===== config.mk =====
export PLATFORM = sky130hd
export DESIGN_NAME = data_pipe_arb_m2s_flat
export DESIGN_NICKNAME = d
export VERILOG_FILES = /design/src/rtl/data_pipe_arb_m2s_if.sv /design/src/rtl/data_pipe_arb_m2s.sv /design/src/flat_wrapper.sv
export SDC_FILE = /design/constraint.sdc
export NUM_CORES = 1
export LEC_CHECK = 0
export BUFFER_PORTS_ARGS = -buffer_cell sky130_fd_sc_hd__buf_2
export CORE_UTILIZATION = 30
export CTS_BUF_LIST = sky130_fd_sc_hd__clkbuf_4 sky130_fd_sc_hd__clkbuf_8 sky130_fd_sc_hd__clkbuf_16
export CTS_CLUSTER_DIAMETER = 100
export CTS_CLUSTER_SIZE = 8
export DETAILED_ROUTE_END_ITERATION = 16
export HOLD_SLACK_MARGIN = 0.05
export SYNTH_ARGS = -nofsm -noshare
export SYNTH_HDL_FRONTEND = slang
export SYNTH_SLANG_ARGS = --single-unit

===== constraint.sdc =====
create_clock -name clock -period 4.15 [get_ports clock]
set_clock_uncertainty 0.1 [all_clocks]
set_input_delay 0.6225 -clock clock [delete_from_list [all_inputs] [get_ports clock]]
set_output_delay 0.6225 -clock clock [all_outputs]
set_load 0.05 [all_outputs]

===== src/rtl/data_pipe_arb_m2s_if.sv =====
// rtl/data_pipe_arb_m2s_if.sv - stream bundle between N producers, the arbiter and one consumer
interface data_pipe_arb_m2s_if #(
  parameter int NUM   = 8,
  parameter int DSIZE = 32
);
  logic [NUM-1:0]       s_valid;
  logic [NUM*DSIZE-1:0] s_data;
  logic [NUM-1:0]       s_last;
  logic [NUM-1:0]       s_ready;
  logic                 m_valid;
  logic [DSIZE-1:0]     m_data;
  logic                 m_last;
  logic                 m_ready;

  // arbiter side: consumes the slave streams, produces the master stream
  modport master (
    input  s_valid, s_data, s_last, m_ready,
    output s_ready, m_valid, m_data, m_last
  );

  // environment side: producers and the downstream consumer
  modport slave (
    output s_valid, s_data, s_last, m_ready,
    input  s_ready, m_valid, m_data, m_last
  );
endinterface


===== src/rtl/data_pipe_arb_m2s.sv =====
// rtl/data_pipe_arb_m2s.sv - N-to-1 valid/ready pipe with packet-locking arbitration and 2-entry skid output
module data_pipe_arb_m2s #(
  parameter int NUM      = 8,
  parameter int DSIZE    = 32,
  parameter int ARB_MODE = 1,
  parameter int LOCK_PKT = 1,
  parameter int NSIZE    = (NUM > 1) ? $clog2(NUM) : 1
) (
  input  logic                 clock,
  input  logic                 rst_n,
  input  logic                 clk_en,
  data_pipe_arb_m2s_if.master  bus,
  output logic [NSIZE-1:0]     curr_path,
  output logic                 path_vld
);

  typedef enum logic {IDLE = 1'b0, GRANT = 1'b1} state_t;

  state_t           state, state_nxt;
  logic [NSIZE-1:0] ptr, ptr_nxt, path_nxt, win, sel;
  logic             vld_nxt, win_found, any_req;
  int               sum;

  logic             out_vld, skid_vld;
  logic [DSIZE-1:0] out_data, skid_data;
  logic             out_last, skid_last;

  logic [DSIZE-1:0] in_data;
  logic             in_valid, in_last;
  logic             accept, drain, release_pkt;

  assign any_req  = |bus.s_valid;
  assign in_valid = bus.s_valid[curr_path];
  assign in_last  = bus.s_last[curr_path];
  assign in_data  = bus.s_data[curr_path*DSIZE +: DSIZE];

  // ready comes only from registers, so there is no combinational path from m_ready upstream
  assign bus.s_ready = (state == GRANT && !skid_vld) ? (NUM'(1) << curr_path) : '0;

  assign accept      = clk_en && (state == GRANT) && !skid_vld && in_valid;
  assign drain       = clk_en && out_vld && bus.m_ready;
  assign release_pkt = accept && ((LOCK_PKT == 0) || in_last);

  assign bus.m_valid = out_vld;
  assign bus.m_data  = out_data;
  assign bus.m_last  = out_last;

  // winner search: lowest index, or first requester at/after the round-robin pointer
  always_comb begin
    win       = '0;
    win_found = 1'b0;
    sum       = 0;
    sel       = '0;
    for (int i = 0; i < NUM; i++) begin
      sum = (ARB_MODE != 0) ? (int'(ptr) + i) : i;
      sel = NSIZE'((sum >= NUM) ? (sum - NUM) : sum);
      if (!win_found && bus.s_valid[sel]) begin
        win       = sel;
        win_found = 1'b1;
      end
    end
  end

  // next grant state: take a winner from IDLE, or hand over directly on packet release
  always_comb begin
    state_nxt = state;
    path_nxt  = curr_path;
    vld_nxt   = path_vld;
    ptr_nxt   = ptr;
    case (state)
      IDLE: begin
        if (clk_en && any_req) begin
          state_nxt = GRANT;
          path_nxt  = win;
          vld_nxt   = 1'b1;
          ptr_nxt   = (win == NSIZE'(NUM - 1)) ? '0 : win + 1'b1;
        end
      end
      GRANT: begin
        if (release_pkt) begin
          if (any_req) begin
            path_nxt = win;
            ptr_nxt  = (win == NSIZE'(NUM - 1)) ? '0 : win + 1'b1;
          end else begin
            state_nxt = IDLE;
            vld_nxt   = 1'b0;
          end
        end
      end
      default: state_nxt = IDLE;
    endcase
  end

  // grant registers; clk_en low freezes them
  always_ff @(posedge clock) begin
    if (!rst_n) begin
      state     <= IDLE;
      curr_path <= '0;
      path_vld  <= 1'b0;
      ptr       <= '0;
    end else if (clk_en) begin
      state     <= state_nxt;
      curr_path <= path_nxt;
      path_vld  <= vld_nxt;
      ptr       <= ptr_nxt;
    end
  end

  // output register plus skid register; the skid entry only fills while the output is stalled
  always_ff @(posedge clock) begin
    if (!rst_n) begin
      out_vld   <= 1'b0;
      out_data  <= '0;
      out_last  <= 1'b0;
      skid_vld  <= 1'b0;
      skid_data <= '0;
      skid_last <= 1'b0;
    end else if (clk_en) begin
      if (drain || !out_vld) begin
        if (skid_vld) begin
          out_vld  <= 1'b1;
          out_data <= skid_data;
          out_last <= skid_last;
          skid_vld <= 1'b0;
        end else if (accept) begin
          out_vld  <= 1'b1;
          out_data <= in_data;
          out_last <= in_last;
        end else begin
          out_vld  <= 1'b0;
        end
      end else if (accept) begin
        skid_vld  <= 1'b1;
        skid_data <= in_data;
        skid_last <= in_last;
      end
    end
  end

endmodule


===== src/flat_wrapper.sv =====
// flat-port wrapper written by rule: the top's interface ports become plain ports
module data_pipe_arb_m2s_flat 
#(
  parameter int NUM      = 8,
  parameter int DSIZE    = 32,
  parameter int ARB_MODE = 1,
  parameter int LOCK_PKT = 1,
  parameter int NSIZE    = (NUM > 1) ? $clog2(NUM) : 1
)
  (clock, rst_n, clk_en, curr_path, path_vld, bus_s_valid, bus_s_data, bus_s_last, bus_m_ready, bus_s_ready, bus_m_valid, bus_m_data, bus_m_last);
  data_pipe_arb_m2s_if #(.NUM(NUM), .DSIZE(DSIZE)) bus_i ();
  input  logic clock;
  input  logic rst_n;
  input  logic clk_en;
  output logic [NSIZE-1:0] curr_path;
  output logic path_vld;
  input wire logic [$bits(bus_i.s_valid)-1:0] bus_s_valid;
  input wire logic [$bits(bus_i.s_data)-1:0] bus_s_data;
  input wire logic [$bits(bus_i.s_last)-1:0] bus_s_last;
  input wire logic [$bits(bus_i.m_ready)-1:0] bus_m_ready;
  output wire logic [$bits(bus_i.s_ready)-1:0] bus_s_ready;
  output wire logic [$bits(bus_i.m_valid)-1:0] bus_m_valid;
  output wire logic [$bits(bus_i.m_data)-1:0] bus_m_data;
  output wire logic [$bits(bus_i.m_last)-1:0] bus_m_last;
  assign bus_i.s_valid = bus_s_valid;
  assign bus_i.s_data = bus_s_data;
  assign bus_i.s_last = bus_s_last;
  assign bus_i.m_ready = bus_m_ready;
  assign bus_s_ready = bus_i.s_ready;
  assign bus_m_valid = bus_i.m_valid;
  assign bus_m_data = bus_i.m_data;
  assign bus_m_last = bus_i.m_last;
  data_pipe_arb_m2s #(.NUM(NUM), .DSIZE(DSIZE), .ARB_MODE(ARB_MODE), .LOCK_PKT(LOCK_PKT), .NSIZE(NSIZE)) u_core (.clock(clock), .rst_n(rst_n), .clk_en(clk_en), .bus(bus_i), .curr_path(curr_path), .path_vld(path_vld));
endmodule

==> results of run 1 <==
-- metal layers --
layer / part of all wire, % / vias up
met2: 51 / 214
met5: 0 / -
met3: 5.8 / 16
met4: 1.4 / 0
li1: - / 2828
met1: 42 / 2858
-- power by group --
part	total, uW	internal [uW]	switching [uW]
logic	2100	1000	1100
clock network	797	469	328
registers	855	775	79.9
total	3760	2250	1510
-- cell families (layout without fill, tap and decap cells) --
group | after synthesis | after routing | share of synthesized area (%)
simple gates | 159 | 159 | 12.2
fa+ha+maj | 3 | 3 | 0.612
mux | 161 | 161 | 43.4
flops | 76 | 76 | 24.8
xor+xnor | 3 | 3 | 0.428
compound gates | 117 | 117 | 14.2
buf+inv | 61 | 357 | 4.30
other cells | 0 | 2 | 0
-- synthesized netlist by cell type, drive strengths merged (3+ instances only) --
library cell and count:
and2 4, nor2 14, mux2i 75, clkbuf 32, and3 3, o211a 33
mux4 82, ha 3, nor2b 36, nand2 85, nand2b 3, a21oi 11
buf 21, dfxtp 76, o21ai 37, inv 8, a31oi 7, nand3 3
nor3 3, a21boi 5, o211ai 3, mux2 4
-- sequential cells by signal, summed over array words and instances, names as in the netlist --
| name | count |
|---|---|
| u_core.bus.m_last | 1 |
| u_core.skid_last | 1 |
| u_core.bus.m_data | 32 |
| u_core.curr_path | 3 |
| u_core.ptr | 3 |
| u_core.bus.m_valid | 1 |
| u_core.skid_vld | 1 |
| u_core.path_vld | 1 |
| u_core.state | 1 |
| u_core.skid_data | 32 |
-- worst paths after layout --
path | startpoint | end | slack [ns]
min | u_core.state | u_core.state | 0.37
max | u_core.ptr[0] | u_core.ptr[2] | 0.69
max reg2reg | u_core.ptr[0] | u_core.ptr[2] | 0.69
min reg2reg | u_core.state | u_core.state | 0.37
-- stage by stage --
step	std cells	area, sq um
after floorplan	580	6140
after global placement	1125	7980
after detailed placement	1125	7980
after CTS	1141	8280
after global routing	1143	8290
final	1143	8290
-- final cells by class --
class | count | area share [%]
multi-input cells | 443 | 52.7
repair buffers | 333 | 20.8
flip-flops and latches | 76 | 18.5
well taps | 265 | 4.00
clock buffers | 9 | 2.72
clock inverters | 7 | 0.891
inverters | 8 | 0.362
diodes | 2 | 0.0604
==> flow_metrics.py, run 1 <==
metrics = {
    "worst_hold_path": {
        "hold_depth": 1,
        "hold_class": "flip-flop to flip-flop",
    },
    "finish": {
        "seq_area_sq_mm": 0.00153,
        "layout_commonest_cell": "buf_2",
        "drive_gt1_share_pct": 51.0,
        "fillers": 1981,
        "layout_common_cells": "buf_2, nand2_1, mux4_2",
        "final_util_pct": 41.9,
        "multi_input_area_sq_mm": 0.00437,
        "finalNetCount": 1150,
        "syn2layout_area_growth_pct": 35.0,
    },
    "synthesis": {
        "yosysSeqAreaShare_pct": 24.8,
        "async_flop_share_pct": 0,
        "synth_area_leader_cell": "mux4_2",
        "yosysTopAreaCellShare_pct": 29.0,
        "synth_flop_cell": "dfxtp_1",
        "synthTopCellsByArea": "mux4_2, dfxtp_1, mux2i_1, o211a_1, nand2_1",
        "syn_nets": 859,
        "netlist_area_sq_mm": 0.00614,
        "syn_inst": 580,
        "synth.distinct_cells": 59,
        "ys_ff_latch": 76,
        "synth_edf_count": 0,
        "syn_avg_cell_area_sq_um": 10.6,
        "yosys_warnings": 0,
    },
    "clock_tree": {
        "hold_buffers": 0,
        "cts_resized": 0,
        "cts.path.max_buffers": 2,
        "cts.clk_slew.worst_paths_ns": 0.06,
        "cts_root_buf": "clkbuf_16",
        "cts_setup_buffers": 0,
        "cts_tree": "built",
        "cts_buffers": 9,
        "clk_latency_ns": 0.34,
        "cts.sinks": 76,
        "h-tree-depth": 3,
    },
    "detailed_routing": {
        "wl_microns": 20700,
        "drtIter0Drc": 282,
        "drc": 0,
        "ant_nets": 0,
        "wire_per_inst_microns": 18.1,
        "vias_per_cell": 5.18,
        "num_vias": 5916,
        "drt_pass1_iterations": 5,
    },
    "critical_path": {
        "cp_cell_sequence": "inv_1, ha_1, mux4_2, mux2_2, o311ai_0, o211ai_1, nand2_1, ha_1, and4b_1, a41oi_1, o211ai_1",
        "path_buf_inv": 1,
        "crit_type": "flip-flop to flip-flop",
        "cp_slowest_cell": "mux4_2",
        "critPathMaxStageDelay_ns": 0.64,
        "cp-start-kind": "flip-flop",
        "crit_fanout": 9,
        "reg2reg_depth": 11,
        "worstPathArrival_ns": 3.57,
        "path_depth": 11,
        "worstSetupEndpointType": "flip-flop",
        "required_ns": 4.26,
        "crit_family": "multiplexers",
    },
    "sta": {
        "slew_violations": 0,
        "fin_crit_sh_pct": 83.3,
        "setup_viol": 0,
        "hold_ws_ns": 0.367,
        "tns_ns": 0,
        "final-hold-violation-count": 0,
        "grt_setup_unrepaired": "false",
        "max_freq_mhz": 289,
        "worst_slew_pin_slew_ns": 0.819,
        "period_minus_slack_ns": 3.46,
        "worst_slack_ns": 0.694,
        "slew_headroom_pct": 45.3,
    },
    "placement": {
        "hpwl_microns": 15900,
        "place_congestion": 0.852,
        "portBuffers": 321,
        "place_ws_ns": 0.670,
    },
    "power_and_ir_drop": {
        "fin_total_pwr_uw": 3760,
        "peakVddDrop_mv": 0.193,
        "leakagePower_uw": 0.00372,
        "p_per_area_mw_per_mm2": 453,
    },
    "run": {
        "cap_violations": 0,
    },
    "global_routing": {
        "top_usage_layer": "met2",
        "gr-usage-all-layers_pct": 19.9,
        "use_met1_pct": 25.0,
        "use_met2_pct": 34.7,
        "grt_pass1_vias": 5960,
        "antenna_found_initial": 2,
        "grt_pass1_wl_microns": 32600,
        "overflow": 0,
        "grt_max_degree": 62,
        "use_met3_pct": 3.71,
    },
    "floorplan": {
        "pin_count": 322,
        "fp.dieArea_sq_mm": 0.0210,
        "design.core.area_sq_mm": 0.0198,
        "die_w_microns": 145,
        "initial_core_util_pct": 31.0,
        "placementRows": 51,
        "die_h_microns": 145,
    },
    "run_status": {
        "status": "complete, no violations",
    },
}
Power figures use the tool's default switching activity.
==> inputs of run 2 (changes only) <==
==> constraint.sdc (replaced) <==
create_clock -name clock -period 3.4 [get_ports clock]
set_clock_uncertainty 0.1 [all_clocks]
set_input_delay 0.51 -clock clock [delete_from_list [all_inputs] [get_ports clock]]
set_output_delay 0.51 -clock clock [all_outputs]
set_load 0.05 [all_outputs]
==> flow_metrics.py, run 2 (synthesis gave the netlist of run 1 again) <==
metrics = {
    "run_status": {
        "status": "complete, no violations",
    },
    "critical_path": {
        "crit_fanout": 7,
        "crit_type": "flip-flop to flip-flop",
        "required_ns": 3.51,
        "worstSetupEndpointType": "flip-flop",
        "cp-start-kind": "flip-flop",
        "worstPathArrival_ns": 3.30,
    },
    "floorplan": {
        "fp.dieArea_sq_mm": 0.0210,
        "die_h_microns": 145,
        "die_w_microns": 145,
        "design.core.area_sq_mm": 0.0198,
        "placementRows": 51,
        "initial_core_util_pct": 31.0,
        "pin_count": 322,
    },
    "global_routing": {
        "antenna_found_initial": 1,
        "use_met3_pct": 4.37,
        "grt_max_degree": 57,
        "grt_pass1_vias": 5845,
        "overflow": 0,
        "use_met1_pct": 24.8,
        "gr-usage-all-layers_pct": 19.6,
        "top_usage_layer": "met2",
        "grt_pass1_wl_microns": 32000,
        "use_met2_pct": 33.7,
    },
    "run": {
        "cap_violations": 0,
    },
    "clock_tree": {
        "cts_resized": 0,
        "clk_latency_ns": 0.34,
        "cts.clk_slew.worst_paths_ns": 0.06,
        "h-tree-depth": 3,
        "cts_root_buf": "clkbuf_16",
        "cts_buffers": 9,
        "hold_buffers": 0,
        "cts.sinks": 76,
        "cts_setup_buffers": 0,
        "cts_tree": "built",
        "cts.path.max_buffers": 2,
    },
    "sta": {
        "period_minus_slack_ns": 3.18,
        "worst_slew_pin_slew_ns": 1.17,
        "setup_viol": 0,
        "fin_crit_sh_pct": 93.6,
        "final-hold-violation-count": 0,
        "hold_ws_ns": 0.365,
        "slew_headroom_pct": 22.0,
        "max_freq_mhz": 314,
        "slew_violations": 0,
    },
    "finish": {
        "drive_gt1_share_pct": 52.3,
        "layout_commonest_cell": "buf_2",
        "syn2layout_area_growth_pct": 36.0,
        "layout_common_cells": "buf_2, nand2_1, mux4_2",
        "finalNetCount": 1158,
        "fin_cells": 1151,
    },
    "worst_hold_path": {
        "hold_class": "flip-flop to flip-flop",
    },
    "detailed_routing": {
        "num_vias": 5909,
        "drt_pass1_iterations": 4,
        "drc": 0,
        "vias_per_cell": 5.13,
        "wl_microns": 20700,
        "drtIter0Drc": 402,
        "wire_per_inst_microns": 18.0,
        "ant_nets": 0,
    },
    "power_and_ir_drop": {
        "leakagePower_uw": 0.00376,
        "p_per_area_mw_per_mm2": 565,
        "peakVddDrop_mv": 0.243,
    },
    "placement": {
        "portBuffers": 321,
        "place_congestion": 0.897,
        "place_inst": 1133,
        "hpwl_microns": 16000,
    },
}
run 2: report_power, final:
| part | leakage, uW | switching (uW) | internal (uW) |
|---|---|---|---|
| sequential | 0.000617 | 40.2 | 945 |
| combinational | 0.00299 | 1430 | 1300 |
| clock | 0.000153 | 405 | 595 |
run 2: stage by stage:
step	utilization (%)	setup slack (ns)	setup TNS [ns]	instance area [sq um]	total power (uW)
detailed placement	40.5	0.0708	0	8020	3690
floorplan	-	0.0434	0	6140	3030
CTS	42.1	0.0550	0	8330	4720
finish	42.2	0.216	0	8350	4720
global placement	40.5	0.0919	0	8020	3700
global route	42.2	-0.00188	-0.00188	8350	5060
run 2: cell type report:
type,instances,area [sq um]
fill,1945,11400
multi-input combinational,443,4390
timing repair buffer,341,1760
sequential,76,1530
tap,265,332
clock buffer,10,239
clock inverter,6,70.1
inverter,8,30.0
antenna,2,5.00
run 2: worst max-delay path, stage by stage, from the launching register on:
cell	delay [ns]
dfxtp_1	0.33
inv_1	0.10
ha_4	0.34
mux4_2	0.58
mux2_2	0.31
or3_1	0.30
a31oi_1	0.17
a31oi_1	0.08
nand2_1	0.08
ha_1	0.15
and4b_1	0.20
a41oi_1	0.21
o211ai_1	0.10
run 2: per-layer routing:
metal | vias up | part of all wire (%)
li1 | 2847 | -
met4 | 0 | 1.2
met2 | 234 | 50
met1 | 2812 | 43
met5 | - | 0
met3 | 16 | 6.1
run 2: worst paths after layout:
check                      from  cells past startpoint             to  slack, ns
hold reg to reg    u_core.state                      1   u_core.state       0.36
setup reg to reg  u_core.ptr[1]                     12  u_core.ptr[2]       0.22
hold / removal     u_core.state                      1   u_core.state       0.36
setup / recovery  u_core.ptr[1]                     12  u_core.ptr[2]       0.22
